$ cat config.mk
export PLATFORM = sky130hd
export DESIGN_NAME = uart_tx_flat
export DESIGN_NICKNAME = d
export VERILOG_FILES = /design/src/rtl/uart_tx_if.sv /design/src/rtl/uart_tx.sv /design/src/flat_wrapper.sv
export SDC_FILE = /design/constraint.sdc
export NUM_CORES = 1
export LEC_CHECK = 0
export ABC_CLOCK_PERIOD_IN_PS = 2200
export BUFFER_PORTS_ARGS = -buffer_cell sky130_fd_sc_hd__buf_4
export CORE_MARGIN = 10
export CORE_UTILIZATION = 60
export CTS_CLUSTER_DIAMETER = 40
export DETAILED_ROUTE_END_ITERATION = 8
export PLACE_DENSITY_LB_ADDON = 0.1
export SLEW_MARGIN = 20
export SYNTH_ARGS = -nofsm -noshare
export SYNTH_HDL_FRONTEND = slang
export SYNTH_SLANG_ARGS = --single-unit
$ cat constraint.sdc
create_clock -name i_Clock -period 2.2 [get_ports i_Clock]
set_clock_uncertainty 0.1 [all_clocks]
set_input_delay 0.44 -clock i_Clock [delete_from_list [all_inputs] [get_ports i_Clock]]
set_output_delay 0.44 -clock i_Clock [all_outputs]
set_load 0.005 [all_outputs]
$ cat src/rtl/uart_tx_if.sv
// Transmit-side bundle for the fixed-message UART: enable in, line and status out.
// Clock and reset stay outside as plain ports on the transmitter.
interface uart_tx_if;
    logic i_Tx_DV;
    logic clk2mhz;
    logic o_Tx_Active;
    logic o_Tx_Serial;
    logic o_Tx_Done;

    modport master (
        output i_Tx_DV,
        input  clk2mhz,
        input  o_Tx_Active,
        input  o_Tx_Serial,
        input  o_Tx_Done
    );

    modport slave (
        input  i_Tx_DV,
        output clk2mhz,
        output o_Tx_Active,
        output o_Tx_Serial,
        output o_Tx_Done
    );
endinterface

$ cat src/rtl/uart_tx.sv
// Fixed-message 8N1 UART transmitter: loops "Hello!\r\n" while enabled, with all
// bit timing derived from a divided 2 MHz tick that is also exported as clk2mhz.
module uart_tx #(
    parameter int unsigned CLKS_PER_BIT = 17,
    parameter int unsigned CLK_DIV      = 25,
    parameter int unsigned MSG_LEN      = 8
) (
    input  logic     i_Clock,
    input  logic     i_Rst_n,
    uart_tx_if.slave tx
);

    localparam int unsigned TickW = (CLK_DIV > 1) ? $clog2(CLK_DIV) : 1;
    localparam int unsigned CntW  = (CLKS_PER_BIT > 1) ? $clog2(CLKS_PER_BIT) : 1;
    localparam int unsigned IdxW  = (MSG_LEN > 1) ? $clog2(MSG_LEN) : 1;

    typedef enum logic [1:0] {StIdle, StStart, StData, StStop} state_e;

    logic [TickW-1:0] tick_cnt_q, tick_cnt_d;
    logic             clk2mhz_q;
    logic             tick;

    state_e           state_q;
    logic [CntW-1:0]  clk_cnt_q;
    logic [2:0]       bit_idx_q;
    logic [IdxW-1:0]  msg_idx_q;
    logic [7:0]       shift_q;
    logic             serial_q;
    logic             active_q;
    logic             done_q;
    logic             bit_last;

    function automatic logic [7:0] msg_rom(input logic [IdxW-1:0] idx);
        logic [7:0] b;
        unique case (32'(idx))
            0:       b = 8'h48;
            1:       b = 8'h65;
            2:       b = 8'h6C;
            3:       b = 8'h6C;
            4:       b = 8'h6F;
            5:       b = 8'h21;
            6:       b = 8'h0D;
            7:       b = 8'h0A;
            default: b = 8'h00;
        endcase
        return b;
    endfunction

    assign tick     = (tick_cnt_q == TickW'(CLK_DIV - 1));
    assign bit_last = (clk_cnt_q == CntW'(CLKS_PER_BIT - 1));

    always_comb begin
        tick_cnt_d = tick ? '0 : tick_cnt_q + TickW'(1);
    end

    // clk2mhz is derived from the next count so it lines up with tick_cnt itself.
    always_ff @(posedge i_Clock or negedge i_Rst_n) begin
        if (!i_Rst_n) begin
            tick_cnt_q <= '0;
            clk2mhz_q  <= 1'b0;
        end else begin
            tick_cnt_q <= tick_cnt_d;
            clk2mhz_q  <= (32'(tick_cnt_d) >= (CLK_DIV / 2));
        end
    end

    always_ff @(posedge i_Clock or negedge i_Rst_n) begin
        if (!i_Rst_n) begin
            state_q   <= StIdle;
            clk_cnt_q <= '0;
            bit_idx_q <= '0;
            msg_idx_q <= '0;
            shift_q   <= '0;
            serial_q  <= 1'b1;
            active_q  <= 1'b0;
            done_q    <= 1'b0;
        end else begin
            done_q <= 1'b0;
            if (tick) begin
                unique case (state_q)
                    StIdle: begin
                        serial_q <= 1'b1;
                        active_q <= 1'b0;
                        if (tx.i_Tx_DV) begin
                            shift_q   <= msg_rom(msg_idx_q);
                            clk_cnt_q <= '0;
                            bit_idx_q <= '0;
                            serial_q  <= 1'b0;
                            active_q  <= 1'b1;
                            state_q   <= StStart;
                        end
                    end
                    StStart: begin
                        if (bit_last) begin
                            clk_cnt_q <= '0;
                            serial_q  <= shift_q[0];
                            state_q   <= StData;
                        end else begin
                            clk_cnt_q <= clk_cnt_q + CntW'(1);
                        end
                    end
                    StData: begin
                        if (bit_last) begin
                            clk_cnt_q <= '0;
                            if (bit_idx_q != 3'd7) begin
                                bit_idx_q <= bit_idx_q + 3'd1;
                                serial_q  <= shift_q[3'(bit_idx_q + 3'd1)];
                            end else begin
                                serial_q <= 1'b1;
                                state_q  <= StStop;
                            end
                        end else begin
                            clk_cnt_q <= clk_cnt_q + CntW'(1);
                        end
                    end
                    StStop: begin
                        if (bit_last) begin
                            clk_cnt_q <= '0;
                            done_q    <= 1'b1;
                            active_q  <= 1'b0;
                            msg_idx_q <= (msg_idx_q == IdxW'(MSG_LEN - 1)) ? '0
                                                                           : msg_idx_q + IdxW'(1);
                            state_q   <= StIdle;
                        end else begin
                            clk_cnt_q <= clk_cnt_q + CntW'(1);
                        end
                    end
                    default: state_q <= StIdle;
                endcase
            end
        end
    end

    assign tx.clk2mhz     = clk2mhz_q;
    assign tx.o_Tx_Serial = serial_q;
    assign tx.o_Tx_Active = active_q;
    assign tx.o_Tx_Done   = done_q;

endmodule

$ cat src/flat_wrapper.sv
// flat-port wrapper written by rule: the top's interface ports become plain ports
module uart_tx_flat 
#(
    parameter int unsigned CLKS_PER_BIT = 17,
    parameter int unsigned CLK_DIV      = 25,
    parameter int unsigned MSG_LEN      = 8
)
  (i_Clock, i_Rst_n, tx_i_Tx_DV, tx_clk2mhz, tx_o_Tx_Active, tx_o_Tx_Serial, tx_o_Tx_Done);
  uart_tx_if tx_i ();
  input  logic i_Clock;
  input  logic i_Rst_n;
  input wire logic [$bits(tx_i.i_Tx_DV)-1:0] tx_i_Tx_DV;
  output wire logic [$bits(tx_i.clk2mhz)-1:0] tx_clk2mhz;
  output wire logic [$bits(tx_i.o_Tx_Active)-1:0] tx_o_Tx_Active;
  output wire logic [$bits(tx_i.o_Tx_Serial)-1:0] tx_o_Tx_Serial;
  output wire logic [$bits(tx_i.o_Tx_Done)-1:0] tx_o_Tx_Done;
  assign tx_i.i_Tx_DV = tx_i_Tx_DV;
  assign tx_clk2mhz = tx_i.clk2mhz;
  assign tx_o_Tx_Active = tx_i.o_Tx_Active;
  assign tx_o_Tx_Serial = tx_i.o_Tx_Serial;
  assign tx_o_Tx_Done = tx_i.o_Tx_Done;
  uart_tx #(.CLKS_PER_BIT(CLKS_PER_BIT), .CLK_DIV(CLK_DIV), .MSG_LEN(MSG_LEN)) u_core (.i_Clock(i_Clock), .i_Rst_n(i_Rst_n), .tx(tx_i));
endmodule
; ---- Word level (Yosys, flattened, before mapping)
; Memories as Yosys holds them, arrays and structs flattened. A register that Yosys moved wholly into a read port is not among the register bits.
; Index checks and enable logic that the tools add are counted.
[totals]
memories = 1
regBits = 30
out_inout_bits = 4
word_cells = 71
rom_bits = 48
input_bits = 3
[op_classes]
addsub = 4
reduce_logical = 13
n_lt_le_gt_ge = 2
muxes = 28
eq_ne = 13
[memory_table]
columns = name, depth, width, rd, rd_ports_with_merged_regs, wr, line
row1 = (name not given), 8, 6, 1, 1, 0, uart_tx.sv:35  ; unique case (32'(idx))
[ops]
columns = operator, n
row1 = $mux 5, 3
row2 = $mux 3, 4
row3 = $add 5x1->5 const B, 2
row4 = $eq 5x5->1 const B, 2
row5 = $mux 1, 10
row6 = $mux 2, 5
row7 = $pmux 5 s2, 1
row8 = $reduce_and 3->1, 3
row9 = $ne 2x1->1 const B, 4
row10 = $pmux 2 s4, 1
row11 = $add 3x1->3 const B, 2
row12 = $pmux 3 s2, 1
row13 = $reduce_and 6->1, 1
row14 = $ge 5x4->1 const B, 1
row15 = $reduce_and 5->1, 1
row16 = $eq 2x2->1 const B, 2
row17 = $lt 3x4->1 const B, 1
row18 = $ne 2x2->1 const B, 2
row19 = $reduce_and 4->1, 1
row20 = $reduce_bool 2->1, 2
row21 = $bmux 1 s3, 1
row22 = $eq 3x3->1 const B, 1
row23 = $ne 3x3->1 const B, 1
row24 = $pmux 1 s3, 1
row25 = 7 further kinds, 7

; ---- Depth between registers and ports, before layout
; Gate-level depths: netlist (run 1).
[logic_depth]
word_depth = 6
depth_mapped = 7

; ---- Worst setup path before layout (run 1)
; Ideal clock, no wire load.
[synth_path]
path_type = flip-flop to flip-flop
startpoint = register u_core.bit_idx_q[0]
endpoint = register u_core.serial_q, in the netlist u_core.tx.o_Tx_Serial
t_required_ns = 2.007
stages_incl_launch_ff = 7
setup_ns = 0.093
path_slack_ns = 0.356
period_less_slack_ns = 1.844
arrival_ns = 1.651
path_buffers = 0
cell_sequence = dfrtp_1 > ha_1 > ha_1 > and4_1 > a311o_1 > o221ai_1 > a22oi_1
[synth_between]
elab_chain_len = 6
word_cells_on_any_way = 7
cone_classes = add/sub (1) / eq/ne (1) / mux (5)
[synth_lines]
columns = item, line
row1 = "start, declared", uart_tx.sv:25  ; logic [2:0] bit_idx_q;
row2 = "start signal, assigned", uart_tx.sv:106  ; bit_idx_q <= bit_idx_q + 3'd1;
row3 = $add 3x1->3, uart_tx.sv:107  ; serial_q <= shift_q[3'(bit_idx_q + 3'd1)];
row4 = $bmux 1 s3, uart_tx.sv:107
row5 = $mux 1 (not written as such), uart_tx.sv:107
row6 = $mux 1 *, uart_tx.sv:105  ; if (bit_idx_q != 3'd7) begin
row7 = $mux 1 *, uart_tx.sv:103  ; if (bit_last) begin
row8 = $pmux 1 s3 *, uart_tx.sv:80  ; unique case (state_q)
row9 = "end signal, assigned", uart_tx.sv:96  ; serial_q <= shift_q[0];
row10 = "end signal, assigned", uart_tx.sv:107
row11 = "end, declared", uart_tx.sv:28  ; logic serial_q;
; Every way passes the cells marked *; elsewhere a longest branch is shown, timed or not. The select of a mux whose other input is x is not followed.
; A chain may end at the register's enable or synchronous reset.

; ---- Worst setup path in the final report (run 1)
[layout_path]
startpoint = register u_core.clk_cnt_q[0]
endpoint = register u_core.state_q[1]
[layout_between]
elab_chain_len = 3
word_cells_on_any_way = 5
cone_classes = eq/ne (4) / reduce/logical (1)
[layout_lines]
columns = item, line
row1 = "start, declared", uart_tx.sv:24  ; logic [CntW-1:0] clk_cnt_q;
row2 = "start signal, assigned", uart_tx.sv:99  ; clk_cnt_q <= clk_cnt_q + CntW'(1);
row3 = "start signal, assigned", uart_tx.sv:113  ; clk_cnt_q <= clk_cnt_q + CntW'(1);
row4 = "start signal, assigned", uart_tx.sv:125  ; clk_cnt_q <= clk_cnt_q + CntW'(1);
row5 = $eq 5x5->1 *, uart_tx.sv:50  ; assign bit_last = (clk_cnt_q == CntW'(CLKS_PER_BIT - 1));
row6 = $ne 2x1->1 (no source line), --
row7 = $reduce_and 6->1 (no source line) *, --
row8 = "end signal, assigned", uart_tx.sv:69  ; state_q <= StIdle;
row9 = "end signal, assigned", uart_tx.sv:90  ; state_q <= StStart;
row10 = "end signal, assigned", uart_tx.sv:97  ; state_q <= StData;
row11 = "end, declared", uart_tx.sv:23  ; state_e state_q;
; Every way passes the cells marked *; elsewhere a longest branch is shown, timed or not.

==> reports/results.ini, run 1 <==
[clock_tree]
ctsHoldBuffers=1
root_buffer=clkbuf_4
clk_pin_slew_ns=0.15
cts_max_level=1
cts_setup_buffers=0
clk_latency_ns=0.32
ctsResizeCount=0
clock-sinks=28
cts_tree=done
clockBufferDepth=2
cts_buffers=3

[synth]
synth_top_area_share_pct=42.4
synth_flop_cell=dfrtp_1
ys_seq_elements=28
synthCells=153
async_reset_ff_share_pct=100
synth_warnings=0
synth_common_cells=dfrtp_1, ha_1, nand2_1
synth_nets=173
synth_most_common_cell=dfrtp_1
synth-edff-count=0
seq_area_frac_synth_pct=44.0
yosys.area.top_type=dfrtp_1
ys_top_cells_by_area=dfrtp_1, ha_1, o21ai_0
yosysUniqueCellTypes=45
avgSynthCellArea_um2=10.4
synth_area_mm2=0.00160

[power_and_ir_drop]
power.density_mw_per_mm2=455
peakVddDrop_mv=0.390
p_leak_nw=0.835
p_comb_share_pct=2.3
p_int_w=0.000623
swShare_pct=20.8
power_frac_seq_pct=65.8
power_w=0.000786
p_switching_w=0.000163
power.share.clock_pct=32.0

[sta]
rsz0062_at_grt=no
slew_viol_final=0
worst_slack_ns=0.227
relSlewSlack_pct=72.3
finalHoldViolCount=0
fin_crit_ns=1.97
period_share_pct=89.7
tns_ns=0
fmax_ghz=0.507
setup_violations=0
worst_pin_slew_ns=0.416
holdWs_ns=0.404

[floorplanning]
die_y_um=71.6
die_w_um=71.6
initial_core_util_pct=63.8
floorplan.rows=18
io_pins=7
core_mm2=0.00250
die_area_mm2=0.00512

[finish]
antenna_cells=0
final_cells=194
drive_gt1_share_pct=14.0
multi_input_area_um2=820
nFillCells=196
syn2layout_area_growth_pct=8.39
layout.nets=185
seq_area_um2=702

[run]
maxCapViolCount=0

[critical_path]
r2r_start=u_core.clk_cnt_q[0]
reg2reg_to=u_core.state_q[1]
cp_max_fo=8
end_kind=register
cp-startpoint=u_core.clk_cnt_q[0]
crit_path_start_kind=register
worstPathArrival_ns=2.10
rrSetupSlack_ns=0.23
r2r.worst_path.cells=7
critPathKind=reg2reg
required_ns=2.33

[grt]
gr-total-overflow=0
grt_pass1_vias=1139
grt_first_pass_wirelength_um=4970
grt_antenna_before_repair=0
grt_max_degree=29
grtUsageTotal_pct=11.5

[detailed_routing]
wl_per_cell_um=14.9
vias_per_cell=5.63
routed_wl_um=2890
dr.pass1.iters=5
drtAntennaViolNets=0
drt_iter0_drc=86
drcViolationCount=0
via_count=1093

[worst_hold_path]
min_from=u_core.shift_q[1]
hold_path_class=reg2reg
hold_depth=2
min_to=u_core.shift_q[1]

[placement]
port_buffers=6
placedCellCount=189
hpwl_um=2190
dp_slack_ns=0.239
gp_congestion=0.863

[outcome]
status=complete, no violations

-- kinds of logic after synthesis --
| family | after synthesis | synth area share, % |
|---|---|---|
| adder cells (fa/ha/maj) | 17 | 13.3 |
| AND/OR/NAND/NOR | 49 | 16.9 |
| XOR/XNOR | 3 | 1.65 |
| buffers and inverters | 18 | 4.63 |
| flip-flops | 28 | 44.0 |
| multiplexers | 10 | 7.45 |
| AO/OA/AOI/OAI | 28 | 12.1 |
-- worst max path at each step --
stage                                        to  slack [ns]  depth (start not counted)
final                         u_core.state_q[1]        0.23                          7
after global routing      u_core.tx.o_Tx_Serial        0.11                          6
after CTS                 u_core.tx.o_Tx_Serial        0.22                          6
after detailed placement  u_core.tx.o_Tx_Serial        0.24                          6
after global placement      u_core.bit_idx_q[0]        0.31                          7
after floorplan           u_core.tx.o_Tx_Serial        0.36                          6
-- worst max-delay path, cell delays in order (launching register included) --
cell,delay (ns)
dfrtp_1,0.45
inv_1,0.07
ha_1,0.14
nor4bb_1,0.23
buf_4,0.23
nand2_1,0.09
a21oi_2,0.22
mux2_1,0.35
-- per-layer routing --
layer | global-route usage [%] | wire [µm] | vias to the layer above
li1 | - | - | 545
met5 | 0 | 0 | -
met1 | 13.7 | 1370 | 533
met2 | 20.5 | 1440 | 13
met3 | 1.79 | 66 | 2
met4 | 3.23 | 18 | 0
-- layout make-up --
type                    instances  area share (%)
multi-input cells             107            47.4
clock buffers                   4            2.10
inverters                      15            3.26
flip-flops and latches         28            40.6
well taps                      30            2.17
repair buffers                 10            4.49
-- cell usage in the layout (no fill, tap or decap), types with 2 or more instances in the layout --
cell,instances
ha_1,17
clkbuf_4,3
nand2b_1,3
nand3_1,4
nor3_1,3
o21ai_0,13
inv_1,15
nor2b_1,2
buf_4,9
mux2_1,4
xor2_1,2
nor2_1,10
dfrtp_1,27
nand2_1,16
mux2i_1,4
-- flip-flops by register name (all words and copies together), names as in the netlist --
signal,cells
u_core.bit_idx_q,3
u_core.msg_idx_q,3
u_core.tx.o_Tx_Active,1
u_core.tx.clk2mhz,1
u_core.tx.o_Tx_Serial,1
u_core.tick_cnt_q,5
u_core.clk_cnt_q,5
u_core.tx.o_Tx_Done,1
u_core.shift_q,6
u_core.state_q,2
-- power groups by stage --
stage / sequential, W / combinational (W) / clock [W]
2_1_floorplan: 0.000527 / 0.00000152 / 0
3_3_place_gp: 0.000526 / 0.0000170 / 0
3_5_place_dp: 0.000527 / 0.0000175 / 0
4_1_cts: 0.000517 / 0.0000189 / 0.000258
5_1_grt: 0.000518 / 0.0000209 / 0.000277
6_report: 0.000517 / 0.0000179 / 0.000251
-- stage by stage --
| step | cell area [µm²] | util [%] |
|---|---|---|
| floorplan | 1600 | - |
| global placement | 1680 | 67.3 |
| detailed placement | 1680 | 67.3 |
| CTS | 1730 | 69.2 |
| global route | 1730 | 69.2 |
| finish | 1730 | 69.2 |
Note: power is estimated with default switching activity, not from simulation.
==> run 2: changes to the inputs <==
- CORE_MARGIN: 10 -> 2
==> run 2 against run 1 <==
Against the previous run: clock power hardly changed; design area stayed put; first-iteration DRC count is 67% lower; combinational power is 3% higher; critical path depth stayed put; cell count stayed put.
==> reports/results.ini, run 2 (synthesized netlist as in run 1, its figures left out) <==
[outcome]
status=complete, no violations

[detailed_routing]
dr.max_layer_used=met4
vias_per_cell=5.61
wl_per_cell_um=13.5
drt_iter0_drc=28
drcViolationCount=0
wl_met3_um=66
met1Wirelength_um=1270
routed_wl_um=2610
via_count=1088
wl_met2_um=1230
drtAntennaViolNets=0
dr.pass1.iters=4

[sta]
relSlewSlack_pct=74.2
finalHoldViolCount=0
slew_viol_final=0
fin_crit_ns=1.98
holdWs_ns=0.390
worst_slack_ns=0.217
setup_violations=0
rsz0062_at_grt=no
worst_pin_slew_ns=0.387
period_share_pct=90.2
tns_ns=0
fmax_ghz=0.504

[critical_path]
crit_path_start_kind=register
r2r.worst_path.cells=7
end_kind=register
required_ns=2.32
cp_max_fo=8
reg2reg_to=u_core.bit_idx_q[0]
rrSetupSlack_ns=0.22
critPathKind=reg2reg
r2r_start=u_core.clk_cnt_q[0]
worstPathArrival_ns=2.10

[clock_tree]
cts_tree=done
clockBufferDepth=2
root_buffer=clkbuf_4
cts_setup_buffers=0
clk_pin_slew_ns=0.15
cts_max_level=1
clock-sinks=28
cts_buffers=3
ctsResizeCount=0
clk_latency_ns=0.33

[finish]
utilization_pct=69.2
top_register=u_core.shift_q
largest_reg_flops=6
nFillCells=187
final_common_cell=dfrtp_1
drive_gt1_share_pct=14.0
reg.largest.list=u_core.shift_q x6, u_core.clk_cnt_q x5, u_core.tick_cnt_q x5
syn2layout_area_growth_pct=8.39
final_cell_mix=dfrtp_1, ha_1, nand2_1
layout.nets=185
antenna_cells=0

[grt]
gr-total-overflow=0
grt_max_degree=29
grt_antenna_before_repair=0
grt_first_pass_wirelength_um=4720
grt_pass1_vias=1094
grtUsageTotal_pct=19.1

[placement]
gp_congestion=0.852
port_buffers=6
dp_slack_ns=0.239
hpwl_um=1980

[power_and_ir_drop]
power_w=0.000785
power.density_mw_per_mm2=454
peakVddDrop_mv=0.339
p_leak_nw=0.835

[worst_hold_path]
min_to=u_core.shift_q[1]
min_from=u_core.shift_q[1]
hold_depth=2
hold_path_class=reg2reg

[floorplanning]
initial_core_util_pct=63.8
die_y_um=55.6
io_pins=7
die_area_mm2=0.00309
die_w_um=55.6
floorplan.rows=18
core_mm2=0.00250

[run]
maxCapViolCount=0

## run 2: cell counts in the layout (fill, tap and decap cells not counted)
Identical to the previous run, type by type.
## run 2: metrics by stage
stage,instance area [µm²],cells
4_1_cts,1730,194
2_1_floorplan,1600,153
3_5_place_dp,1680,189
5_1_grt,1730,194
3_3_place_gp,1680,189
6_report,1730,194
## run 2: area by class of cell
class / count / area (µm²) / area share, %
Clock buffer: 4 / 36.3 / 2.10
Tap cell: 30 / 37.5 / 2.17
Timing Repair Buffer: 10 / 77.6 / 4.49
Multi-Input combinational cell: 107 / 820 / 47.4
Inverter: 15 / 56.3 / 3.26
Sequential cell: 28 / 702 / 40.6
## run 2: worst max-delay path by stage
stage	from	end	slack, ns
6_report	u_core.clk_cnt_q[0]	u_core.bit_idx_q[0]	0.22
5_1_grt	u_core.clk_cnt_q[0]	u_core.bit_idx_q[0]	0.11
4_1_cts	u_core.clk_cnt_q[0]	u_core.bit_idx_q[0]	0.20
3_5_place_dp	u_core.clk_cnt_q[0]	u_core.bit_idx_q[0]	0.24
3_3_place_gp	u_core.clk_cnt_q[0]	u_core.bit_idx_q[0]	0.30
2_1_floorplan	u_core.bit_idx_q[0]	u_core.tx.o_Tx_Serial	0.36
## run 2: power breakdown
| group | internal, W | switching (W) | leakage (nW) | total, W |
|---|---|---|---|---|
| combinational | 0.00000541 | 0.0000130 | 0.476 | 0.0000184 |
| clock | 0.000101 | 0.000148 | 0.0210 | 0.000250 |
| sequential | 0.000516 | 0.000000402 | 0.338 | 0.000517 |
| total | 0.000623 | 0.000162 | 0.835 | 0.000785 |
## run 2: worst max-delay path: stages (launching register included)
cell      delay, ns
dfrtp_1        0.45
inv_1          0.07
ha_1           0.14
nor4bb_1       0.25
buf_4          0.24
nand3b_4       0.09
a21oi_4        0.21
mux2_1         0.33
## run 2: timing repair
| action | CTS | global route |
|---|---|---|
| hold endpoints to repair | 27 | 0 |
| hold buffers | 1 | 0 |
| setup endpoints to repair | 0 | 0 |
## run 2: metal layers
metal | GRT usage (%) | up-vias
met1 | 23.8 | 520
met5 | 0 | -
met3 | 2.58 | 4
met2 | 31.8 | 14
met4 | 10.8 | 0
li1 | - | 550
==> run 3: changes to the inputs <==
- PLACE_DENSITY_LB_ADDON: 0.1 -> 0.05
==> run 3 against run 2 <==
Against the previous run: design area rose by 1.4%; worst setup slack got worse by 0.015 ns; largest power group unchanged; clock power increased by 36%; global-route usage fell by 0.16 points; highest routed layer unchanged.
==> reports/results.ini, run 3 (synthesized netlist as in run 1, its figures left out) <==
[outcome]
status=complete, no violations

[detailed_routing]
wl_per_cell_um=14.0
drt_iter0_drc=16
routed_wl_um=2720
vias_per_cell=5.55
dr.pass1.iters=5
drtAntennaViolNets=0
drcViolationCount=0
via_count=1083

[critical_path]
cp_max_fo=6
crit_path_start_kind=register
required_ns=2.36
crit_buf_inv=0
critPathTopFamily=compound AO/OA/AOI/OAI gates
crit_chain=ha_1 -> ha_1 -> and4_1 -> a311o_1 -> o221ai_1 -> a22oi_1
cp_slowest_cell=dfrtp_1
end_kind=register
rrSetupSlack_ns=0.20
cpMostUsedCell=ha_1
max_stage_delay_ns=0.48
worstPathArrival_ns=2.16
critPathKind=reg2reg

[finish]
layout.nets=186
multi_input_area_um2=820
syn2layout_area_growth_pct=9.88
seq_area_um2=702
top_register=u_core.shift_q
drive_gt1_share_pct=14.5
final_common_cell=dfrtp_1
largest_reg_flops=6
antenna_cells=0
utilization_pct=70.1
nFillCells=205
final_cell_mix=dfrtp_1, ha_1, nand2_1
finish.instance_area_mm2=0.00175
reg.largest.list=u_core.shift_q x6, u_core.clk_cnt_q x5, u_core.tick_cnt_q x5

[power_and_ir_drop]
p_int_w=0.000706
p_switching_w=0.000168
power.share.clock_pct=38.8
power_frac_seq_pct=59.2
p_leak_nw=0.847
peakVddDrop_mv=0.407
power.density_mw_per_mm2=499
p_comb_share_pct=2.1
power_w=0.000874
swShare_pct=19.2

[grt]
grt_max_degree=29
grtUsageTotal_pct=19.0
grt_pass1_vias=1059
grt_antenna_before_repair=0
grt_first_pass_wirelength_um=4750
gr-total-overflow=0

[sta]
relSlewSlack_pct=73.0
setup_violations=0
tns_ns=0
fmax_ghz=0.500
finalHoldViolCount=0
period_share_pct=90.8
slew_viol_final=0
fin_crit_ns=2.00
rsz0062_at_grt=no
worst_pin_slew_ns=0.405

[floorplanning]
floorplan.rows=18
die_w_um=55.6
io_pins=7
core_mm2=0.00250
die_area_mm2=0.00309
die_y_um=55.6
initial_core_util_pct=63.8

[clock_tree]
clock-sinks=28
clk_pin_slew_ns=0.16
cts_tree=done
cts_buffers=3
root_buffer=clkbuf_4
clk_latency_ns=0.32
cts_max_level=1
cts_setup_buffers=0
clockBufferDepth=2

[placement]
placed_cell_area_mm2=0.00169
hpwl_um=2050
gp_congestion=0.785
port_buffers=6

[run]
maxCapViolCount=0

[worst_hold_path]
hold_path_class=reg2reg

==> run 3: cell types whose count changed in the layout (fill, tap and decap cells not counted) <==
cell | before | now
bufinv_16 | 0 | 1
buf_4 | 9 | 10
clkbuf_8 | 1 | 0
==> run 3: per-layer routing <==
metal  vias to the layer above  share of wire [%]  wire length, µm  GRT usage (%)
li1                        552                  -                -              -
met3                         2                1.3               35           2.11
met4                         0               0.55               15           6.62
met2                         4                 48             1300           31.3
met1                       525                 50             1370           25.9
met5                         -                  0                0              0
==> run 3: power by group through the flow <==
stage,Clock (W),Combinational (W),Sequential [W]
after floorplan,0,0.00000152,0.000527
after global placement,0,0.0000172,0.000527
after detailed placement,0,0.0000176,0.000527
after CTS,0.000345,0.0000190,0.000517
after global routing,0.000363,0.0000211,0.000517
final,0.000339,0.0000181,0.000517
==> run 3: cell type report <==
| class | count | share of cell area [%] |
|---|---|---|
| Sequential cell | 28 | 40.0 |
| Inverter | 15 | 3.21 |
| Multi-Input combinational cell | 107 | 46.8 |
| Clock buffer | 3 | 1.28 |
| Timing Repair Buffer | 11 | 4.85 |
| Tap cell | 30 | 2.14 |
| Clock inverter | 1 | 1.71 |
==> run 3: repair_timing <==
item / 4_1_cts / 5_1_grt
hold buffers: 1 / 0
hold endpoints to repair: 27 / 0
resized for setup: 0 / 0
==> run 3: final timing paths <==
check,to,from,cells past startpoint
worst min-delay path,u_core.tick_cnt_q[0],u_core.tick_cnt_q[0],1
worst min register to register,u_core.tick_cnt_q[0],u_core.tick_cnt_q[0],1
worst max register to register,u_core.tx.o_Tx_Serial,u_core.bit_idx_q[0],6
max in group asynchronous,u_core.tx.o_Tx_Serial,i_Rst_n,2
min in group asynchronous,u_core.clk_cnt_q[3],i_Rst_n,2
worst max-delay path,u_core.tx.o_Tx_Serial,u_core.bit_idx_q[0],6
==> run 3: metrics by stage <==
| stage | setup WS, ns | hold WS (ns) | std cells |
|---|---|---|---|
| detailed placement | 0.249 | 0.279 | 190 |
| floorplan | 0.356 | 0.0444 | 153 |
| finish | 0.202 | 0.399 | 195 |
| global route | 0.119 | 0.424 | 195 |
| global placement | 0.305 | 0.275 | 190 |
| CTS | 0.192 | 0.403 | 195 |
